$ cat src/rtl/intra16_res_ctrl_pkg.sv
// Shared constants, state encoding and the residual helper for the
// 16x16 intra residual controller.
package intra16_pkg;

  localparam int ROWS  = 16;
  localparam int PIX   = 16;
  localparam int SAD_W = 16;
  localparam int ROW_W = 128;

  localparam logic [SAD_W-1:0] SAD_MAX = 16'hFFFF;

  localparam logic [1:0] MODE_V  = 2'd0;
  localparam logic [1:0] MODE_H  = 2'd1;
  localparam logic [1:0] MODE_DC = 2'd2;

  typedef enum logic [2:0] {
    ST_IDLE     = 3'd0,
    ST_SAD      = 3'd1,
    ST_SAD_LAST = 3'd2,
    ST_DECIDE   = 3'd3,
    ST_RES_RD   = 3'd4,
    ST_RES_WAIT = 3'd5,
    ST_RES_OUT  = 3'd6,
    ST_DONE     = 3'd7
  } state_t;

  // Per-pixel (mb - pred) mod 256; the 8-bit wrap is the intended residual.
  function automatic logic [ROW_W-1:0] row_residual(input logic [ROW_W-1:0] mb,
                                                    input logic [ROW_W-1:0] pred);
    logic [ROW_W-1:0] res;
    res = '0;
    for (int i = 0; i < PIX; i++) begin
      res[i*8 +: 8] = mb[i*8 +: 8] - pred[i*8 +: 8];
    end
    return res;
  endfunction

endpackage

$ cat src/rtl/intra16_res_ctrl_if.sv
// Residual row stream toward the forward transform (valid/ready).
interface intra16_res_ctrl_if;
  import intra16_pkg::*;

  logic [ROW_W-1:0] res_row;
  logic             res_valid;
  logic             res_ready;
  logic [3:0]       res_idx;

  modport master (output res_row, output res_valid, output res_idx, input res_ready);
  modport slave  (input res_row, input res_valid, input res_idx, output res_ready);
endinterface

$ cat src/rtl/intra16_res_ctrl_row_sad16.sv
// Combinational sum of absolute differences over one 16-pixel row.
module row_sad16
  import intra16_pkg::*;
(
  input  logic [ROW_W-1:0] a,
  input  logic [ROW_W-1:0] b,
  output logic [11:0]      sad
);

  logic [11:0]       sum_s;
  logic signed [8:0] diff_s;
  logic [7:0]        absd_s;

  // 9-bit signed difference per pixel, magnitude folded into a 12-bit sum.
  always_comb begin
    sum_s  = 12'd0;
    diff_s = 9'sd0;
    absd_s = 8'd0;
    for (int i = 0; i < PIX; i++) begin
      diff_s = $signed({1'b0, a[i*8 +: 8]}) - $signed({1'b0, b[i*8 +: 8]});
      if (diff_s[8]) begin
        absd_s = 8'(-diff_s);
      end else begin
        absd_s = 8'(diff_s);
      end
      sum_s = sum_s + {4'd0, absd_s};
    end
    sad = sum_s;
  end

endmodule

$ cat src/rtl/intra16_res_ctrl.sv
// Two-pass 16x16 intra scheduler: pass 1 picks the cheapest allowed mode
// by SAD, pass 2 streams residual rows of that mode to the transform.
module intra16_res_ctrl
  import intra16_pkg::*;
(
  input  logic                  clk,
  input  logic                  reset,
  input  logic                  start,
  input  logic                  avail_top,
  input  logic                  avail_left,
  output logic                  rd_en,
  output logic [3:0]            rd_row,
  input  logic [ROW_W-1:0]      mb_row,
  input  logic [ROW_W-1:0]      vpred_row,
  input  logic [ROW_W-1:0]      hpred_row,
  input  logic [ROW_W-1:0]      dcpred_row,
  intra16_res_ctrl_if.master    res,
  output logic [1:0]            best_mode,
  output logic [SAD_W-1:0]      best_sad,
  output logic                  busy,
  output logic                  done
);

  state_t           state_r, state_nx;
  logic [3:0]       cnt_r, cnt_nx;
  logic             top_ok_r, left_ok_r;
  logic [SAD_W-1:0] acc_v_r, acc_h_r, acc_dc_r;
  logic [11:0]      sad_v_s, sad_h_s, sad_dc_s;
  logic [SAD_W-1:0] eff_v_s, eff_h_s;
  logic [1:0]       dec_mode_s;
  logic [SAD_W-1:0] dec_sad_s;
  logic [ROW_W-1:0] pred_sel_s;
  logic             acc_en_s;

  row_sad16 u_sad_v  (.a(mb_row), .b(vpred_row),  .sad(sad_v_s));
  row_sad16 u_sad_h  (.a(mb_row), .b(hpred_row),  .sad(sad_h_s));
  row_sad16 u_sad_dc (.a(mb_row), .b(dcpred_row), .sad(sad_dc_s));

  // Row data returns one cycle after its read, so row 0 lands when cnt is 1.
  assign acc_en_s = ((state_r == ST_SAD) && (cnt_r != 4'd0)) || (state_r == ST_SAD_LAST);

  // Next-state and row counter sequencing.
  always_comb begin
    state_nx = state_r;
    cnt_nx   = cnt_r;
    case (state_r)
      ST_IDLE: begin
        if (start) begin
          state_nx = ST_SAD;
          cnt_nx   = 4'd0;
        end else begin
          state_nx = ST_IDLE;
        end
      end
      ST_SAD: begin
        cnt_nx = cnt_r + 4'd1;
        if (cnt_r == 4'd15) begin
          state_nx = ST_SAD_LAST;
        end else begin
          state_nx = ST_SAD;
        end
      end
      ST_SAD_LAST: state_nx = ST_DECIDE;
      ST_DECIDE: begin
        cnt_nx   = 4'd0;
        state_nx = ST_RES_RD;
      end
      ST_RES_RD:   state_nx = ST_RES_WAIT;
      ST_RES_WAIT: state_nx = ST_RES_OUT;
      ST_RES_OUT: begin
        if (res.res_ready) begin
          if (cnt_r == 4'd15) begin
            state_nx = ST_DONE;
          end else begin
            cnt_nx   = cnt_r + 4'd1;
            state_nx = ST_RES_RD;
          end
        end else begin
          state_nx = ST_RES_OUT;
        end
      end
      ST_DONE: state_nx = ST_IDLE;
      default: state_nx = ST_IDLE;
    endcase
  end

  // Mode decision: disabled modes cost SAD_MAX, which no real SAD reaches; ties favour lower mode.
  always_comb begin
    eff_v_s = top_ok_r  ? acc_v_r : SAD_MAX;
    eff_h_s = left_ok_r ? acc_h_r : SAD_MAX;
    if ((eff_v_s <= eff_h_s) && (eff_v_s <= acc_dc_r)) begin
      dec_mode_s = MODE_V;
      dec_sad_s  = eff_v_s;
    end else if (eff_h_s <= acc_dc_r) begin
      dec_mode_s = MODE_H;
      dec_sad_s  = eff_h_s;
    end else begin
      dec_mode_s = MODE_DC;
      dec_sad_s  = acc_dc_r;
    end
  end

  // Prediction row of the chosen mode for the residual pass.
  always_comb begin
    case (best_mode)
      MODE_V:  pred_sel_s = vpred_row;
      MODE_H:  pred_sel_s = hpred_row;
      default: pred_sel_s = dcpred_row;
    endcase
  end

  // State, counter and neighbour availability latched at start.
  always_ff @(posedge clk or negedge reset) begin
    if (!reset) begin
      state_r   <= ST_IDLE;
      cnt_r     <= 4'd0;
      top_ok_r  <= 1'b0;
      left_ok_r <= 1'b0;
    end else begin
      state_r <= state_nx;
      cnt_r   <= cnt_nx;
      if ((state_r == ST_IDLE) && start) begin
        top_ok_r  <= avail_top;
        left_ok_r <= avail_left;
      end
    end
  end

  // Per-mode SAD accumulators, cleared when a macroblock is accepted.
  always_ff @(posedge clk or negedge reset) begin
    if (!reset) begin
      acc_v_r  <= 16'd0;
      acc_h_r  <= 16'd0;
      acc_dc_r <= 16'd0;
    end else if ((state_r == ST_IDLE) && start) begin
      acc_v_r  <= 16'd0;
      acc_h_r  <= 16'd0;
      acc_dc_r <= 16'd0;
    end else if (acc_en_s) begin
      acc_v_r  <= acc_v_r  + {4'd0, sad_v_s};
      acc_h_r  <= acc_h_r  + {4'd0, sad_h_s};
      acc_dc_r <= acc_dc_r + {4'd0, sad_dc_s};
    end
  end

  // Decision result and residual row registers; both hold until reloaded.
  always_ff @(posedge clk or negedge reset) begin
    if (!reset) begin
      best_mode   <= 2'd0;
      best_sad    <= 16'd0;
      res.res_row <= '0;
      res.res_idx <= 4'd0;
    end else begin
      if (state_r == ST_DECIDE) begin
        best_mode <= dec_mode_s;
        best_sad  <= dec_sad_s;
      end
      if (state_r == ST_RES_WAIT) begin
        res.res_row <= row_residual(mb_row, pred_sel_s);
        res.res_idx <= cnt_r;
      end
    end
  end

  // Strobes decoded from the next state so they align with the state they describe.
  always_ff @(posedge clk or negedge reset) begin
    if (!reset) begin
      rd_en         <= 1'b0;
      rd_row        <= 4'd0;
      busy          <= 1'b0;
      done          <= 1'b0;
      res.res_valid <= 1'b0;
    end else begin
      rd_en         <= (state_nx == ST_SAD) || (state_nx == ST_RES_RD);
      rd_row        <= cnt_nx;
      busy          <= (state_nx != ST_IDLE);
      done          <= (state_nx == ST_DONE);
      res.res_valid <= (state_nx == ST_RES_OUT);
    end
  end

endmodule

$ cat src/flat_wrapper.sv
// flat-port wrapper written by rule: the top's interface ports become plain ports
module intra16_res_ctrl_flat import intra16_pkg::*;
  (clk, reset, start, avail_top, avail_left, rd_en, rd_row, mb_row, vpred_row, hpred_row, dcpred_row, best_mode, best_sad, busy, done, res_res_row, res_res_valid, res_res_idx, res_res_ready);
  intra16_res_ctrl_if res_i ();
  input  logic clk;
  input  logic reset;
  input  logic start;
  input  logic avail_top;
  input  logic avail_left;
  output logic rd_en;
  output logic [3:0] rd_row;
  input  logic [ROW_W-1:0] mb_row;
  input  logic [ROW_W-1:0] vpred_row;
  input  logic [ROW_W-1:0] hpred_row;
  input  logic [ROW_W-1:0] dcpred_row;
  output logic [1:0] best_mode;
  output logic [SAD_W-1:0] best_sad;
  output logic busy;
  output logic done;
  output wire logic [$bits(res_i.res_row)-1:0] res_res_row;
  output wire logic [$bits(res_i.res_valid)-1:0] res_res_valid;
  output wire logic [$bits(res_i.res_idx)-1:0] res_res_idx;
  input wire logic [$bits(res_i.res_ready)-1:0] res_res_ready;
  assign res_res_row = res_i.res_row;
  assign res_res_valid = res_i.res_valid;
  assign res_res_idx = res_i.res_idx;
  assign res_i.res_ready = res_res_ready;
  intra16_res_ctrl u_core (.clk(clk), .reset(reset), .start(start), .avail_top(avail_top), .avail_left(avail_left), .rd_en(rd_en), .rd_row(rd_row), .mb_row(mb_row), .vpred_row(vpred_row), .hpred_row(hpred_row), .dcpred_row(dcpred_row), .res(res_i), .best_mode(best_mode), .best_sad(best_sad), .busy(busy), .done(done));
endmodule
$ cat config.mk
export PLATFORM = sky130hd
export DESIGN_NAME = intra16_res_ctrl_flat
export DESIGN_NICKNAME = d
export VERILOG_FILES = /design/src/rtl/intra16_res_ctrl_pkg.sv /design/src/rtl/intra16_res_ctrl_if.sv /design/src/rtl/intra16_res_ctrl_row_sad16.sv /design/src/rtl/intra16_res_ctrl.sv /design/src/flat_wrapper.sv
export SDC_FILE = /design/constraint.sdc
export NUM_CORES = 2
export LEC_CHECK = 0
export CAP_MARGIN = 20
export CORE_ASPECT_RATIO = 1.4
export CORE_UTILIZATION = 35
export CTS_BUF_LIST = sky130_fd_sc_hd__clkbuf_4
export CTS_CLUSTER_SIZE = 8
export DETAILED_ROUTE_END_ITERATION = 6
export HOLD_SLACK_MARGIN = 0.1
export PLACE_DENSITY_LB_ADDON = 0.12
export RECOVER_POWER = 25
export SYNTH_ARGS = -nofsm -noshare
export SYNTH_HDL_FRONTEND = slang
export SYNTH_SLANG_ARGS = --single-unit
$ cat constraint.sdc
create_clock -name clk -period 9.5 [get_ports clk]
set_clock_uncertainty 0.1 [all_clocks]
set_input_delay 1.425 -clock clk [delete_from_list [all_inputs] [get_ports clk]]
set_output_delay 1.425 -clock clk [all_outputs]
set_load 0.01 [all_outputs]
==> results.tsv <==
metric	value	unit
cts_resized	0	
die-width	316.7	um
drv_cap	2	
place_congestion	0.9314	
num_vias	44661	
fin_setup_tns	0	ns
run_status	finished, violations left	
whs_path_depth	2	
dieArea	0.1401	mm^2
worstMarginPinSlew	4.984	ns
clk_latency	1.04	ns
cts_sinks	211	
grtUsageTotal	26.03	%
clk_path_buf_depth	3	
synth-edff-count	0	
wl	182.3	mm
crit_cells	30	
rows	161	
yosysSeqAreaShare	10.88	%
required	10.29	ns
hold_viol	0	
fmax	114.2	MHz
first_global_vias	45720	
cts_setup_buffers	0	
syn_area	0.04852	mm^2
path_clk_slew	0.06	ns
mostFrequentLayoutCells	939 x inv_1, 684 x ha_1, 673 x clkdlybuf4s50_1	
area_delta_synth_final	24.02	%
drc	0	
placed_area	0.05931	mm^2
cts_root_buf	clkbuf_4	
crit_fanout	3	
synth_seq_cells	211	
min_period	8.756	ns
grt.overflow.total	0	
worstPathArrival	9.55	ns
layout.nets	8641	
cts_tree	done	
mostFrequentLayoutCell	inv_1	
h-tree-depth	3	
start_kind	primary input	
grt_pass1_wl	273.9	mm
violations	max-capacitance violations, max-slew violations	
post_drt_wl_per_cell	20.54	um
coreArea	0.1376	mm^2
boundaryPins	676	
numPortBuffers	675	
initial_core_util	35.26	%
stdcell_area	0.06017	mm^2
relSlewSlack	-232.2	%
drv_slew	169	
slowest_delay	0.56	ns
syn_area_per_cell	7.954	um^2
drt_iter0_drc	1988	
die_height	442.5	um
reg2reg_depth	14	
fin_util	43.73	%
critPathBufInv	7	
hold_buffers	0	
yosysUniqueCellTypes	62	
finalSetupViolCount	0	
async_reset_ff_share	100.0	%
cp-end-kind	register	
syn_nets	7717	
path_common_cell	fa_1	
syn_inst	6100	
antenna_left	0	
dominantRegCellSynth	dfrtp_1	
grt_antenna_before_repair	8	
firstDrtPassIters	6	
drive_gt1_share	6.569	%
rsz0062_at_grt	no	
hold_path.class	register to register	
critical_path_class	primary input to register	
ys.warnings.count	0	
fin_crit_sh	92.16	%
critPathSlowestCell	fa_1	
grt_max_degree	91	
routed_via_density	5.033	
dp_hpwl	160.6	mm
cts-buffers-inserted	72	
critPathTopFamily	adder cells	
==> per-stage QoR <==
| step | hold WS (ns) | cells | setup WS (ns) |
|---|---|---|---|
| detailed placement | 0.3700 | 8743 | -0.2718 |
| floorplan | 0.3582 | 6100 | 0.7700 |
| finish | 0.3742 | 8874 | 0.7445 |
| global placement | 0.3632 | 8743 | -0.2048 |
| global route | 0.4004 | 8873 | 0.3836 |
| CTS | 0.1705 | 8872 | 0.9403 |
==> Yosys cell counts (all sizes together), types with 25 or more instances <==
master  count  share of area (%)
inv       939                7.3
ha        684                 18
o21ai     548                5.7
nor2      516                4.0
nand2     450                3.5
fa        415                 17
a21oi     392                4.0
xnor2     381                6.9
dfrtp     211                 11
mux2i     173                3.6
nor3      144                1.5
xor2      140                2.5
nand2b    124                1.6
nor2b     123                1.6
nand3     114                1.2
o21a       97                1.5
a21o       95                1.5
o31a       91                1.6
clkbuf     87               0.67
o21bai     65                1.0
a31oi      62               0.80
buf        33               0.32
mux2       33               0.77
o31ai      33               0.52
o211ai     25               0.47
==> logic make-up (layout without fill, tap and decap cells) <==
| kind of cell | Yosys count | in the layout | share of synthesized area [%] |
|---|---|---|---|
| XOR/XNOR | 521 | 521 | 9.405 |
| adder cells (fa/ha/maj) | 1099 | 1099 | 34.76 |
| buffers and inverters | 1059 | 2038 | 8.260 |
| other | 0 | 2 | 0 |
| AND/OR/NAND/NOR | 1539 | 1539 | 14.29 |
| AO/OA/AOI/OAI | 1465 | 1465 | 18.07 |
| multiplexers | 206 | 206 | 4.335 |
| flip-flops | 211 | 211 | 10.88 |
==> cell type report <==
cell class	count	area, um^2
fill	14168	77420
multi-input combinational	4830	39250
timing repair buffer	970	8975
sequential	211	5288
inverter	939	3525
tap	1793	2243
clock buffer	98	735.7
clock inverter	31	145.1
antenna	2	5.005
==> final timing paths <==
path | slack [ns] | to | start
max | 0.74 | u_core.acc_dc_r[13] | dcpred_row[88]
min | 0.37 | u_core.res.res_row[13] | u_core.res.res_row[13]
max reg2reg | 4.49 | u_core.acc_dc_r[13] | u_core.acc_dc_r[3]
min reg2reg | 0.37 | u_core.res.res_row[13] | u_core.res.res_row[13]
max in group asynchronous | 2.42 | u_core.best_mode[0] | reset
min in group asynchronous | 2.12 | u_core.res.res_row[7] | reset
==> per-layer routing <==
metal | routed length [um] | track usage [%] | up-vias
met1 | 76910 | 31.57 | 21145
met2 | 90060 | 45.65 | 954
li1 | - | - | 22294
met3 | 7787 | 3.698 | 258
met4 | 7425 | 10.52 | 10
met5 | 78 | 0 | -
==> flip-flops by register name, indices dropped and copies added (netlist names) <==
| name | cells |
|---|---|
| u_core.acc_v_r | 16 |
| u_core.acc_h_r | 16 |
| u_core.top_ok_r | 1 |
| u_core.res.res_idx | 4 |
| u_core.rd_en | 1 |
| u_core.acc_dc_r | 16 |
| u_core.best_mode | 2 |
| u_core.res.res_row | 128 |
| u_core.done | 1 |
| u_core.best_sad | 16 |
| u_core.cnt_r | 4 |
| u_core.res.res_valid | 1 |
| u_core.state_r | 3 |
| u_core.left_ok_r | 1 |
| u_core.busy | 1 |
==> worst min-delay path, delay by kind of cell, from the launching register on <==
kind / cells / cell delay (ns)
flip-flops: 1 / 0.34
AO/OA/AOI/OAI: 1 / 0.05
AND/OR/NAND/NOR: 1 / 0.04
Power is not shown: default switching activity piles up to over one toggle a cycle in this logic, so the estimate is an artifact.
